==> src/rtl/sync_fifo_pkt.sv <==
// Packet-aware synchronous FIFO with store-and-forward or cut-through read side.
// Optional packet drop on wdrop is built only when SYNC_FIFO_PKT_DROP_EN is defined.
module sync_fifo_pkt #(
  parameter int DATA_WIDTH    = 8,
  parameter int DEPTH         = 16,
  parameter int STORE_FWD     = 1,
  parameter int AFULL_THRESH  = DEPTH - 2,
  parameter int AEMPTY_THRESH = 2,
  parameter int CNT_WIDTH     = $clog2(DEPTH + 1)
) (
  input  logic                  clk,
  input  logic                  reset,
  input  logic                  flush,
  input  logic [DATA_WIDTH-1:0] wdata,
  input  logic                  wlast,
  input  logic                  wdrop,
  input  logic                  wvalid,
  output logic                  wready,
  output logic [DATA_WIDTH-1:0] rdata,
  output logic                  rlast,
  output logic                  rvalid,
  input  logic                  rready,
  output logic [CNT_WIDTH-1:0]  data_count,
  output logic [CNT_WIDTH-1:0]  pkt_count,
  output logic                  almost_full,
  output logic                  almost_empty,
  output logic                  oversize,
  output logic                  dropped
);

  localparam int IW = $clog2(DEPTH);
  localparam int PW = IW + 1;

  typedef logic [PW-1:0] ptr_t;
  typedef enum logic {ST_ACCEPT, ST_DISCARD} wr_state_e;

  logic [DATA_WIDTH:0]  r_mem [DEPTH];
  ptr_t                 r_wptr, r_cptr, r_rptr;
  wr_state_e            r_state;
  logic [CNT_WIDTH-1:0] r_pkt_count;
  logic                 r_oversize, r_dropped;

  logic [CNT_WIDTH-1:0] w_data_count;
  logic [DATA_WIDTH:0]  w_rword;
  logic w_full, w_discard, w_wready, w_rvalid;
  logic w_wr_beat, w_rd_beat, w_rd_last;
  logic w_drop_req, w_drop, w_store, w_commit, w_overflow;

  // Index runs 0..DEPTH-1 then wraps and flips the extra bit, so non-power-of-two depths work.
  function automatic ptr_t ptr_inc(input ptr_t p);
    ptr_t n;
    if (p[IW-1:0] == IW'(DEPTH - 1)) n = {~p[IW], {IW{1'b0}}};
    else                             n = {p[IW], p[IW-1:0] + IW'(1)};
    return n;
  endfunction

  function automatic logic [CNT_WIDTH-1:0] ptr_diff(input ptr_t w, input ptr_t r);
    logic [CNT_WIDTH-1:0] d;
    if (w[IW] == r[IW]) d = CNT_WIDTH'(w[IW-1:0]) - CNT_WIDTH'(r[IW-1:0]);
    else                d = CNT_WIDTH'(DEPTH) - CNT_WIDTH'(r[IW-1:0]) + CNT_WIDTH'(w[IW-1:0]);
    return d;
  endfunction

`ifdef SYNC_FIFO_PKT_DROP_EN
  assign w_drop_req = (STORE_FWD != 0) && wlast && wdrop;
`else
  logic w_unused_wdrop;
  assign w_unused_wdrop = wdrop;
  assign w_drop_req     = 1'b0;
`endif

  assign w_data_count = ptr_diff(r_wptr, r_rptr);
  assign w_full       = (w_data_count == CNT_WIDTH'(DEPTH));
  assign w_discard    = (r_state == ST_DISCARD);
  assign w_wready     = w_discard | ~w_full;
  assign w_rvalid     = (STORE_FWD != 0) ? (r_rptr != r_cptr) : (r_rptr != r_wptr);
  assign w_rword      = r_mem[r_rptr[IW-1:0]];

  assign w_wr_beat  = wvalid & w_wready;
  assign w_rd_beat  = w_rvalid & rready;
  assign w_rd_last  = w_rd_beat & w_rword[DATA_WIDTH];
  assign w_drop     = w_wr_beat & ~w_discard & w_drop_req;
  assign w_store    = w_wr_beat & ~w_discard & ~w_drop;
  assign w_commit   = w_store & wlast;
  // Full with nothing committed ahead of the read head: this packet can never fit.
  assign w_overflow = (STORE_FWD != 0) && !w_discard && w_full && (r_cptr == r_rptr);

  // NOTE: sequential state uses non-blocking assignments so every register samples pre-edge values.
  always_ff @(posedge clk or posedge reset) begin
    if (reset) begin
      r_wptr      <= '0;
      r_cptr      <= '0;
      r_rptr      <= '0;
      r_state     <= ST_ACCEPT;
      r_pkt_count <= '0;
      r_oversize  <= 1'b0;
      r_dropped   <= 1'b0;
    end else if (flush) begin
      r_wptr      <= '0;
      r_cptr      <= '0;
      r_rptr      <= '0;
      r_state     <= ST_ACCEPT;
      r_pkt_count <= '0;
      r_oversize  <= 1'b0;
      r_dropped   <= 1'b0;
    end else begin
      r_oversize <= 1'b0;
      r_dropped  <= 1'b0;
      if (w_rd_beat) r_rptr <= ptr_inc(r_rptr);

      if (w_discard) begin
        if (w_wr_beat && wlast) r_state <= ST_ACCEPT;
      end else if (w_overflow) begin
        r_wptr     <= r_cptr;
        r_oversize <= 1'b1;
        r_state    <= ST_DISCARD;
      end else if (w_drop) begin
        r_wptr    <= r_cptr;
        r_dropped <= 1'b1;
      end else if (w_store) begin
        r_wptr <= ptr_inc(r_wptr);
        if (wlast || STORE_FWD == 0) r_cptr <= ptr_inc(r_wptr);
      end

      if (w_commit && !w_rd_last)      r_pkt_count <= r_pkt_count + CNT_WIDTH'(1);
      else if (!w_commit && w_rd_last) r_pkt_count <= r_pkt_count - CNT_WIDTH'(1);
    end
  end

  // NOTE: storage has no reset; pointers alone define which words are valid.
  always_ff @(posedge clk) begin
    if (w_store) r_mem[r_wptr[IW-1:0]] <= {wlast, wdata};
  end

  assign wready       = w_wready;
  assign rvalid       = w_rvalid;
  assign rdata        = w_rvalid ? w_rword[DATA_WIDTH-1:0] : '0;
  assign rlast        = w_rvalid & w_rword[DATA_WIDTH];
  assign data_count   = w_data_count;
  assign pkt_count    = r_pkt_count;
  assign almost_full  = (w_data_count >= CNT_WIDTH'(AFULL_THRESH));
  assign almost_empty = (w_data_count <= CNT_WIDTH'(AEMPTY_THRESH));
  assign oversize     = r_oversize;
  assign dropped      = r_dropped;

endmodule

==> config.mk <==
export PLATFORM = sky130hd
export DESIGN_NAME = sync_fifo_pkt
export DESIGN_NICKNAME = d
export VERILOG_FILES = /design/src/rtl/sync_fifo_pkt.sv
export SDC_FILE = /design/constraint.sdc
export NUM_CORES = 1
export LEC_CHECK = 0
export ABC_AREA = 1
export CAP_MARGIN = 20
export CORE_ASPECT_RATIO = 0.8
export CORE_MARGIN = 5
export CORE_UTILIZATION = 55
export DETAILED_ROUTE_END_ITERATION = 6
export PLACE_DENSITY = 0.76
export SYNTH_ARGS = -nofsm -noshare
export SYNTH_HDL_FRONTEND = slang
export SYNTH_SLANG_ARGS = --single-unit
==> constraint.sdc <==
create_clock -name clk -period 9.1 [get_ports clk]
set_clock_uncertainty 0.2 [all_clocks]
set_input_delay 2.73 -clock clk [delete_from_list [all_inputs] [get_ports clk]]
set_output_delay 2.73 -clock clk [all_outputs]
set_load 0.005 [all_outputs]
* Yosys cells after proc, flatten, opt, wreduce, memory -nomap -nowiden *
Memory sizes are Yosys's and may differ from the RTL's.
Index checks and enable logic that the tools add are counted.
Widths: inputs -> output; s select.

storage, ports and cells
  flip-flop bits (word level) = 22
  memory bits (writable) = 144
  input port bits = 15
  output and inout bits = 25
  word-level logic and storage cells = 79
  memories = 1

cells by class
  add/sub/neg operators = 7
  order comparisons = 2
  eq/ne operators = 8
  multiplexer cells = 26
  bitwise gates (word level) = 11
  reductions and logical operators = 17

memory list
  memory  depth  width  rd ports  clocked after Yosys merged registers in  write ports  line  source
  r_mem   16     9      1         0                                        1            37    logic [DATA_WIDTH:0] r_mem [DEPTH];

operators by type and width
  cell                 count
  $mux 5               17
  $add 4x1->4 const B  2
  $eq 4x4->1 const B   2
  $mux 1               8
  $mux 8               1
  $reduce_bool 2->1    4
  $and 1x1->1          6
  $reduce_bool 3->1    2
  $add 5x1->5 const B  1
  $add 5x4->5          1
  $eq 5x5->1           1
  $eq 5x5->1 const B   1
  $ge 5x4->1 const B   1
  $le 5x2->1 const B   1
  $logic_and 1x1->1    5
  $ne 5x5->1           1
  $sub 4x4->5          1
  $sub 5x1->5 const B  1
  $sub 5x4->5 const A  1
  $ne 2x2->1 const B   2
  $not 1->1            4
  $reduce_and 2->1     2
  $reduce_and 4->1     1
  $logic_not 1->1      3
  2 further kinds      2

* Longest topological paths before layout *
Gate-level depths: netlist (run 1).

  depth after elaboration = 14
  depth in mapped cells = 21

* Worst setup path after synthesis (run 1) *
OpenSTA, ideal clock, no wires.

  path type = reg-to-output
  start = reg r_wptr[0]
  end = out almost_empty
  data arrival time = 1.931 ns
  required time = 6.170 ns
  setup slack = 4.239 ns
  cell stages (with the launch flop) = 8
  path buffers = 0
  path through = dfrtp_1 > inv_1 > ha_1 > fa_1 > nand3b_1 > nand3_1 > nand2_2 > a2111oi_0

on the way
  longest elaborated chain between the ends = 3
  elaborated cells between the ends (all ways) = 4
  classes of those cells = add/sub: 2; order compare: 1; mux: 1

ends and longest elaborated chain
  item                                               line    source
  from (decl)                                        38      ptr_t r_wptr, r_cptr, r_rptr;
  from (signal assigned)                             114     r_wptr <= r_cptr;
  from (signal assigned)                             118     r_wptr <= r_cptr;
  from (signal assigned)                             121     r_wptr <= ptr_inc(r_wptr);
  $add 5x4->5 / $sub 4x4->5 (equally long branches)  60, 59
  $mux 5 (*)                                         59      if (w[IW] == r[IW]) d = CNT_WIDTH'(w[IW-1:0]) - CNT_WIDTH'(r[IW-1:0]);
  via data_count[4]                                  23      output logic [CNT_WIDTH-1:0] data_count,
  $le 5x2->1 (*)                                     142     assign almost_empty = (w_data_count <= CNT_WIDTH'(AEMPTY_THRESH));
  to (decl)                                          26      output logic almost_empty,

The timed path passes the listed nets; every way through them passes the cells marked *.

* Worst setup path after layout (run 1) *
  start = reg r_rptr[2]
  end = out almost_empty

on the way
  longest elaborated chain between the ends = 4
  elaborated cells between the ends (all ways) = 5
  classes of those cells = add/sub: 3; order compare: 1; mux: 1

ends and longest elaborated chain
  item                    line  source
  from (decl)             38
  from (signal assigned)  109   if (w_rd_beat) r_rptr <= ptr_inc(r_rptr);
  $sub 5x4->5             60    else d = CNT_WIDTH'(DEPTH) - CNT_WIDTH'(r[IW-1:0]) + CNT_WIDTH'(w[IW-1:0]);
  $add 5x4->5             60
  $mux 5 (*)              59
  $le 5x2->1 (*)          142

Mark *: on every way between the ends. The rest lies on a longest branch, timed or not.

==> key figures, run 1 <==
GRT
  • Largest net degree at the start of global routing: 71
  • Total GRT Usage: 21.5%
  • First-pass GRT wire length: about 26000 um
  • Gr ovfl total: 0
  • Initial antenna violation count: 0
  • Vias in the first global route: ~5k

Synth
  • Seq cells post-synth: between 150 and 200
  • Yosys top cell by area: edfxtp_1
  • Synth Area in XOR/XNOR: under 10%
  • Synthesized cell area: 0.00740 mm^2
  • Yosys warns: 0
  • Compound-gate portion of the synthesized area: roughly a tenth
  • Post-synth top area share: between 50% and 60%
  • Post-synth EDFFs: 144
  • Area share of fa/ha/maj cells after synthesis: 2.74%
  • Simple logic cell fraction of the synthesized area: 15.5%
  • Distinct cells, synth: 39
  • Largest family of logic cells by synthesized area: simple AND/OR/NAND/NOR gates
  • Async SR Flop Fraction: a little over an eighth
  • Synth Flop Type: edfxtp_1
  • Syn nets: around 680
  • Top cells by area, synth: edfxtp_1, dfrtp_1, o21ai_0, nand2_1, nor2_1
  • Mux cell area share after synthesis: 0%
  • Cells after Synth: 646
  • Mapped Avg Cell Area: 11.4 um^2
  • Register area share after synthesis: 65.9%

Clocking
  • Maximum clock insertion buffer count: 2
  • # resized after CTS: 0
  • Clock Root Buffer: clkbuf_16
  • Post-CTS Setup Bufs: 0
  • Hold_buf cts: 0
  • Clk Latency, worst-skew pair: 430 ps
  • CTS clk-pin slew, worst paths: roughly 60 ps
  • TritonCTS Buffers: 17
  • Depth of the CTS H-tree: 4
  • Clock tree sinks: 166
  • CTS tree: built

Timing
  • RSZ-0062 raised after global routing: false
  • Rel. slew slack: slightly below 30%
  • Final setup vio count: 0
  • Fmax: 154 MHz
  • Measured slew at the worst slew-check pin: approximately 1100 ps
  • Tmin final: about 6500 ps
  • Slew Viols, Final: 0
  • Final Hold Viols: 0
  • Setup TNS: 0 ps
  • Fin crit share: slightly above 70%

Setup path
  • Critical Path RT: 6170 ps
  • CP arrival: between 3000 and 4000 ps
  • Critical path peak fanout: 20
  • Launch point of the worst path: r_rptr[2]
  • CP most frequent cell: inv_1
  • Max stage delay on crit path: roughly 870 ps
  • Delay-heaviest family, CP: buffers and inverters
  • CP cell instances: inv_1 -> ha_1 -> a21oi_1 -> nand3_1 -> nand2_2 -> inv_1 -> a2111oi_0 -> clkdlybuf4s50_1
  • Reg-to-Reg Start: r_rptr[2]
  • R2R Path End: r_mem[8][3]
  • Crit Path Class: flip-flop to primary output
  • CP startpoint kind: flip-flop
  • Worst path buffer plus inverter count: 3
  • R2R cell count: 11
  • FF-to-FF setup slack: slightly below 5000 ps
  • CP endpoint kind: primary output
  • CP max stage cell: dfrtp_1

Worst hold path
  • Hold wc startpoint: r_wptr[4]
  • Hold Path Depth: 2
  • Hold crit path type: flip-flop to flip-flop
  • Hold endpoint: r_wptr[4]

Place
  • Inst Count DP: slightly above 800
  • Port bufs: 37
  • Routability Congestion: between 0.8 and 0.9
  • Post-detail-place hpwl: between 10000 and 15000 um

Detailed routing
  • Routed wl met3: 1630 um
  • Wirelength per Cell: ~19 um
  • DR vias: 5133
  • Final antenna-violating net count: 0
  • Top routing layer used: met4
  • 1st-pass router iterations: 5
  • DRT iter0 DRCs: 520
  • Drt drc: 0
  • Routed met1 length: between 6000 and 7000 um
  • Met2 wire len: between 7000 and 8000 um
  • Aggregate routed wire length: ~16000 um
  • Via/cell ratio: 5.95

Floorplan
  • Die X: about 140 um
  • Chip Height: ~110 um
  • I/O Pins: 40
  • Core ar.: between 0.01 and 0.015 mm^2
  • Initial Utilization: 56.9%
  • DIE AREA: about 0.016 mm^2
  • Core Rows: 37

Power
  • Static leakage: approximately 0.003 uW
  • Max VDD drop: ~0.2 mV
  • Tot Pwr: 2730 uW
  • Pwr dens: between 300 and 400 mW/mm^2

Layout
  • Share of layout cells above drive strength 1: under 10%
  • Area Growth Syn to Fin: 14.3%
  • Final nets: about 700
  • Most common cell after layout, fill and taps aside: edfxtp_1
  • ANT cells: 0
  • Most frequent cells in the layout: edfxtp_1, nand2_1, nor2_1
  • Post-route insts no fill: around 860
  • Final Core Density: roughly two thirds

Run
  • Max-cap violation count: 0

Status
  • Status: finished clean
[worst max path at each step]
stage | endpoint | cells past startpoint
after floorplan | almost_empty | 7
after global placement | almost_empty | 8
after detailed placement | almost_empty | 8
after CTS | almost_empty | 8
after global routing | almost_empty | 8
final | almost_empty | 8
[synthesized netlist by cell type, types with 3 or more instances]
library cell / count
o21ai_0: 76
nand2_1: 92
buf_4: 4
o221ai_1: 11
buf_2: 10
a31oi_1: 8
dfrtp_1: 22
nor2_2: 3
xnor2_1: 4
nor3_1: 3
nor2_1: 89
a21oi_1: 7
o22ai_1: 21
edfxtp_1: 144
nand4_1: 7
nor2_4: 3
inv_1: 34
o211ai_1: 5
ha_1: 13
nand3_1: 40
nand3_4: 4
nand2_2: 7
clkbuf_1: 15
[flip-flops by register name, summed over array words and instances, names as in the netlist]
name	flops
oversize	1
pkt_count	5
r_cptr	5
r_mem	144
r_rptr	5
r_state	1
r_wptr	5
[worst min-delay path, cell delays in order (launching register included)]
cell and delay (ps):
dfrtp_1 410, nand2_1 70, nand2_1 60
[through the flow]
| step | instance area, um^2 | hold WS, ps | setup slack [ps] |
|---|---|---|---|
| global route | 8450 | 410 | 2450 |
| floorplan | 7400 | 300 | 4240 |
| global placement | 7870 | 318 | 3180 |
| detailed placement | 7870 | 347 | 3100 |
| CTS | 8440 | 361 | 2640 |
| finish | 8450 | 367 | 2620 |
[logic make-up (layout without fill, tap and decap cells)]
logic type | count (synthesis) | after routing
xor gates and xnor gates | 8 | 8
adders and majority gates | 15 | 15
and+or+nand+nor | 252 | 252
AOI/OAI and AO/OA | 135 | 135
DFF | 166 | 166
buffers and inverters | 69 | 111
other | 1 | 1
[layout make-up]
| type | instances | area [um^2] |
|---|---|---|
| Sequential cell | 166 | 4880 |
| Fill cell | 912 | 4560 |
| Timing Repair Buffer | 43 | 419 |
| Tap cell | 175 | 219 |
| Multi-Input combinational cell | 411 | 2230 |
| Clock inverter | 11 | 131 |
| Inverter | 36 | 135 |
| Clock buffer | 21 | 440 |
[metal layers]
layer  vias to the layer above  track usage, %
met5                         -               0
met1                      2479            28.8
met2                       256            34.3
li1                       2376               -
met3                        22            5.62
met4                         0            8.07
[power breakdown]
| group | switching (uW) | internal [uW] |
|---|---|---|
| clock network | 272 | 427 |
| logic | 653 | 421 |
| registers | 49.1 | 906 |
| total | 974 | 1750 |
Note: power is estimated with default switching activity, not from simulation.
==> run 2: changes to the inputs <==
clock period = 6.6 ns   (was 9.1 ns; I/O delays follow)
==> run 2 against run 1 <==
Against the previous run:
- sequential share of layout area is 0.28 points lower
- cell count unchanged
- global-route usage is essentially flat
- first-iteration DRC count rose by 29%
- setup slack got worse by 1500 ps
- wire length is 0.36% higher
- register-to-register slack got worse by 2400 ps
- flip-flop and latch count stayed put
- highest routed layer unchanged
==> key figures, run 2 (synthesis gave the netlist of run 1 again) <==
Timing
  • Slew Viols, Final: 0 (unchanged)
  • Final setup vio count: 0 (unchanged)
  • Setup TNS: 0 ps (unchanged)
  • Fin crit share: between 80% and 90%
  • Rel. slew slack: 23.2% (-6.1 points)
  • Measured slew at the worst slew-check pin: 1150 ps (+90.8 ps)
  • Fmax: around 180 MHz
  • Final Hold Viols: 0 (unchanged)
  • Tmin final: approximately 5500 ps
  • RSZ-0062 raised after global routing: false

Floorplan
  • Core ar.: 0.0130 mm^2 (unchanged)
  • DIE AREA: 0.0159 mm^2 (unchanged)
  • I/O Pins: 40 (unchanged)
  • Core Rows: 37 (unchanged)
  • Die X: 140 um (unchanged)
  • Chip Height: 114 um (unchanged)
  • Initial Utilization: 56.9% (unchanged)

Place
  • Post-detail-place hpwl: 10000 um (-2.0%)
  • Port bufs: 37 (unchanged)
  • Routability Congestion: 0.842 (-2.0%)

GRT
  • Vias in the first global route: 4955 (-0.44%)
  • First-pass GRT wire length: 26400 um (+0.95%)
  • Initial antenna violation count: 0 (unchanged)
  • Largest net degree at the start of global routing: 77 (+8.5%)
  • Gr ovfl total: 0 (unchanged)
  • Total GRT Usage: 21.5% (-0.033 points)

Power
  • Max VDD drop: 0.292 mV (+47%)
  • Static leakage: 0.00305 uW (+0.62%)
  • Pwr dens: 451 mW/mm^2 (+40%)

Clocking
  • Depth of the CTS H-tree: 4 (unchanged)
  • CTS clk-pin slew, worst paths: 70 ps (about the same)
  • Clock Root Buffer: clkbuf_16
  • TritonCTS Buffers: 17 (unchanged)
  • Clock tree sinks: 166 (unchanged)
  • Maximum clock insertion buffer count: 2 (unchanged)
  • CTS tree: built
  • Hold_buf cts: 0 (unchanged)
  • # resized after CTS: 0 (unchanged)
  • Post-CTS Setup Bufs: 0 (unchanged)
  • Clk Latency, worst-skew pair: 420 ps (about the same)

Layout
  • Multi-input logic area: 0.00223 mm^2 (unchanged)
  • Number of flip-flops in the largest register: 144 (unchanged)
  • Fillers: 881 (-3.4%)
  • Share of layout cells above drive strength 1: 9.45% (+0.87 points)
  • Most frequent cells in the layout: edfxtp_1, nand2_1, nor2_1
  • Reg area: 0.00488 mm^2 (unchanged)
  • Most common cell after layout, fill and taps aside: edfxtp_1
  • ANT cells: 0 (unchanged)
  • Final nets: 705 (unchanged)
  • Area Growth Syn to Fin: 14.8%
  • Final Core Density: 65.3% (+0.32 points)

Setup path
  • R2R Path End: r_mem[4][4]
  • CP startpoint kind: flip-flop
  • CP endpoint kind: primary output
  • Reg-to-Reg Start: r_rptr[0]
  • CP arrival: 3350 ps (-200 ps)
  • Delay-heaviest family, CP: buffers and inverters
  • FF-to-FF setup slack: 2510 ps (-2430 ps)
  • Max stage delay on crit path: 580 ps (-290 ps)
  • Crit Path Class: flip-flop to primary output
  • Worst path depth: 8 (unchanged)
  • R2R cell count: 10 (-1)
  • CP max stage cell: clkdlybuf4s50_1
  • Critical path peak fanout: 76 (+280%)
  • Critical Path RT: 4420 ps (-1750 ps)
  • CP cell instances: buf_4 -> ha_1 -> fa_1 -> nand3b_1 -> nand3_1 -> nand2_2 -> a2111oi_0 -> clkdlybuf4s50_1
  • Worst path buffer plus inverter count: 2 (-1)

Detailed routing
  • Final antenna-violating net count: 0 (unchanged)
  • DRT iter0 DRCs: 671 (+29%)
  • Aggregate routed wire length: 16500 um (+0.36%)
  • Drt drc: 0 (unchanged)
  • Via/cell ratio: 5.94 (-0.14%)
  • 1st-pass router iterations: 5 (unchanged)
  • Wirelength per Cell: 19.2 um (+0.36%)
  • DR vias: 5126 (-0.14%)

Worst hold path
  • Hold wc startpoint: r_cptr[1]
  • Hold crit path type: flip-flop to flip-flop
  • Hold endpoint: r_cptr[1]
  • Hold Path Depth: 2 (unchanged)

Status
  • Status: finished clean

Run
  • Max-cap violation count: 0 (unchanged)
run 2: how the worst max path moves through the flow:
stage,start,endpoint,slack (ps)
2_1_floorplan,r_wptr[0],almost_empty,2490
3_3_place_gp,r_rptr[0],almost_empty,1610
3_5_place_dp,wlast,pkt_count[4],1550
4_1_cts,r_rptr[0],almost_empty,1100
5_1_grt,r_rptr[0],almost_empty,870
6_report,r_rptr[0],almost_empty,1070
run 2: final cells by class:
cell class	instances	area share (%)
tap	175	2.58
sequential	166	57.4
clock inverter	13	2.02
clock buffer	19	5.10
multi-input combinational	411	26.3
timing repair buffer	43	5.04
inverter	36	1.59
run 2: where the power goes:
part	internal [uW]	total (uW)	leakage, uW	switching (uW)
logic	590	1520	0.00117	931
clock network	601	1000	0.000289	403
registers	1250	1300	0.00159	52.9
total	2440	3830	0.00305	1390
run 2: stage by stage:
| step | worst slack (ps) | hold slack, ps | cells | power (uW) | area, um^2 |
|---|---|---|---|---|---|
| finish | 1070 | 359 | 863 | 3830 | 8490 |
| global route | 873 | 407 | 863 | 4050 | 8490 |
| CTS | 1100 | 359 | 862 | 3810 | 8470 |
| detailed placement | 1550 | 344 | 830 | 2810 | 7870 |
| global placement | 1610 | 324 | 830 | 2740 | 7870 |
| floorplan | 2490 | 300 | 646 | 2270 | 7400 |
run 2: tightest hold or removal path, cell delays in order (launching register included):
cell and delay [ps]:
dfrtp_1 380, nand3_1 80, o21ai_0 60
run 2: layer usage:
metal	GRT usage, %	part of all wire [%]	routed length (um)
met1	29.4	42	7010
met2	35.7	49	8030
met3	4.11	7.6	1260
met4	6.13	1.4	236
met5	0	0	0
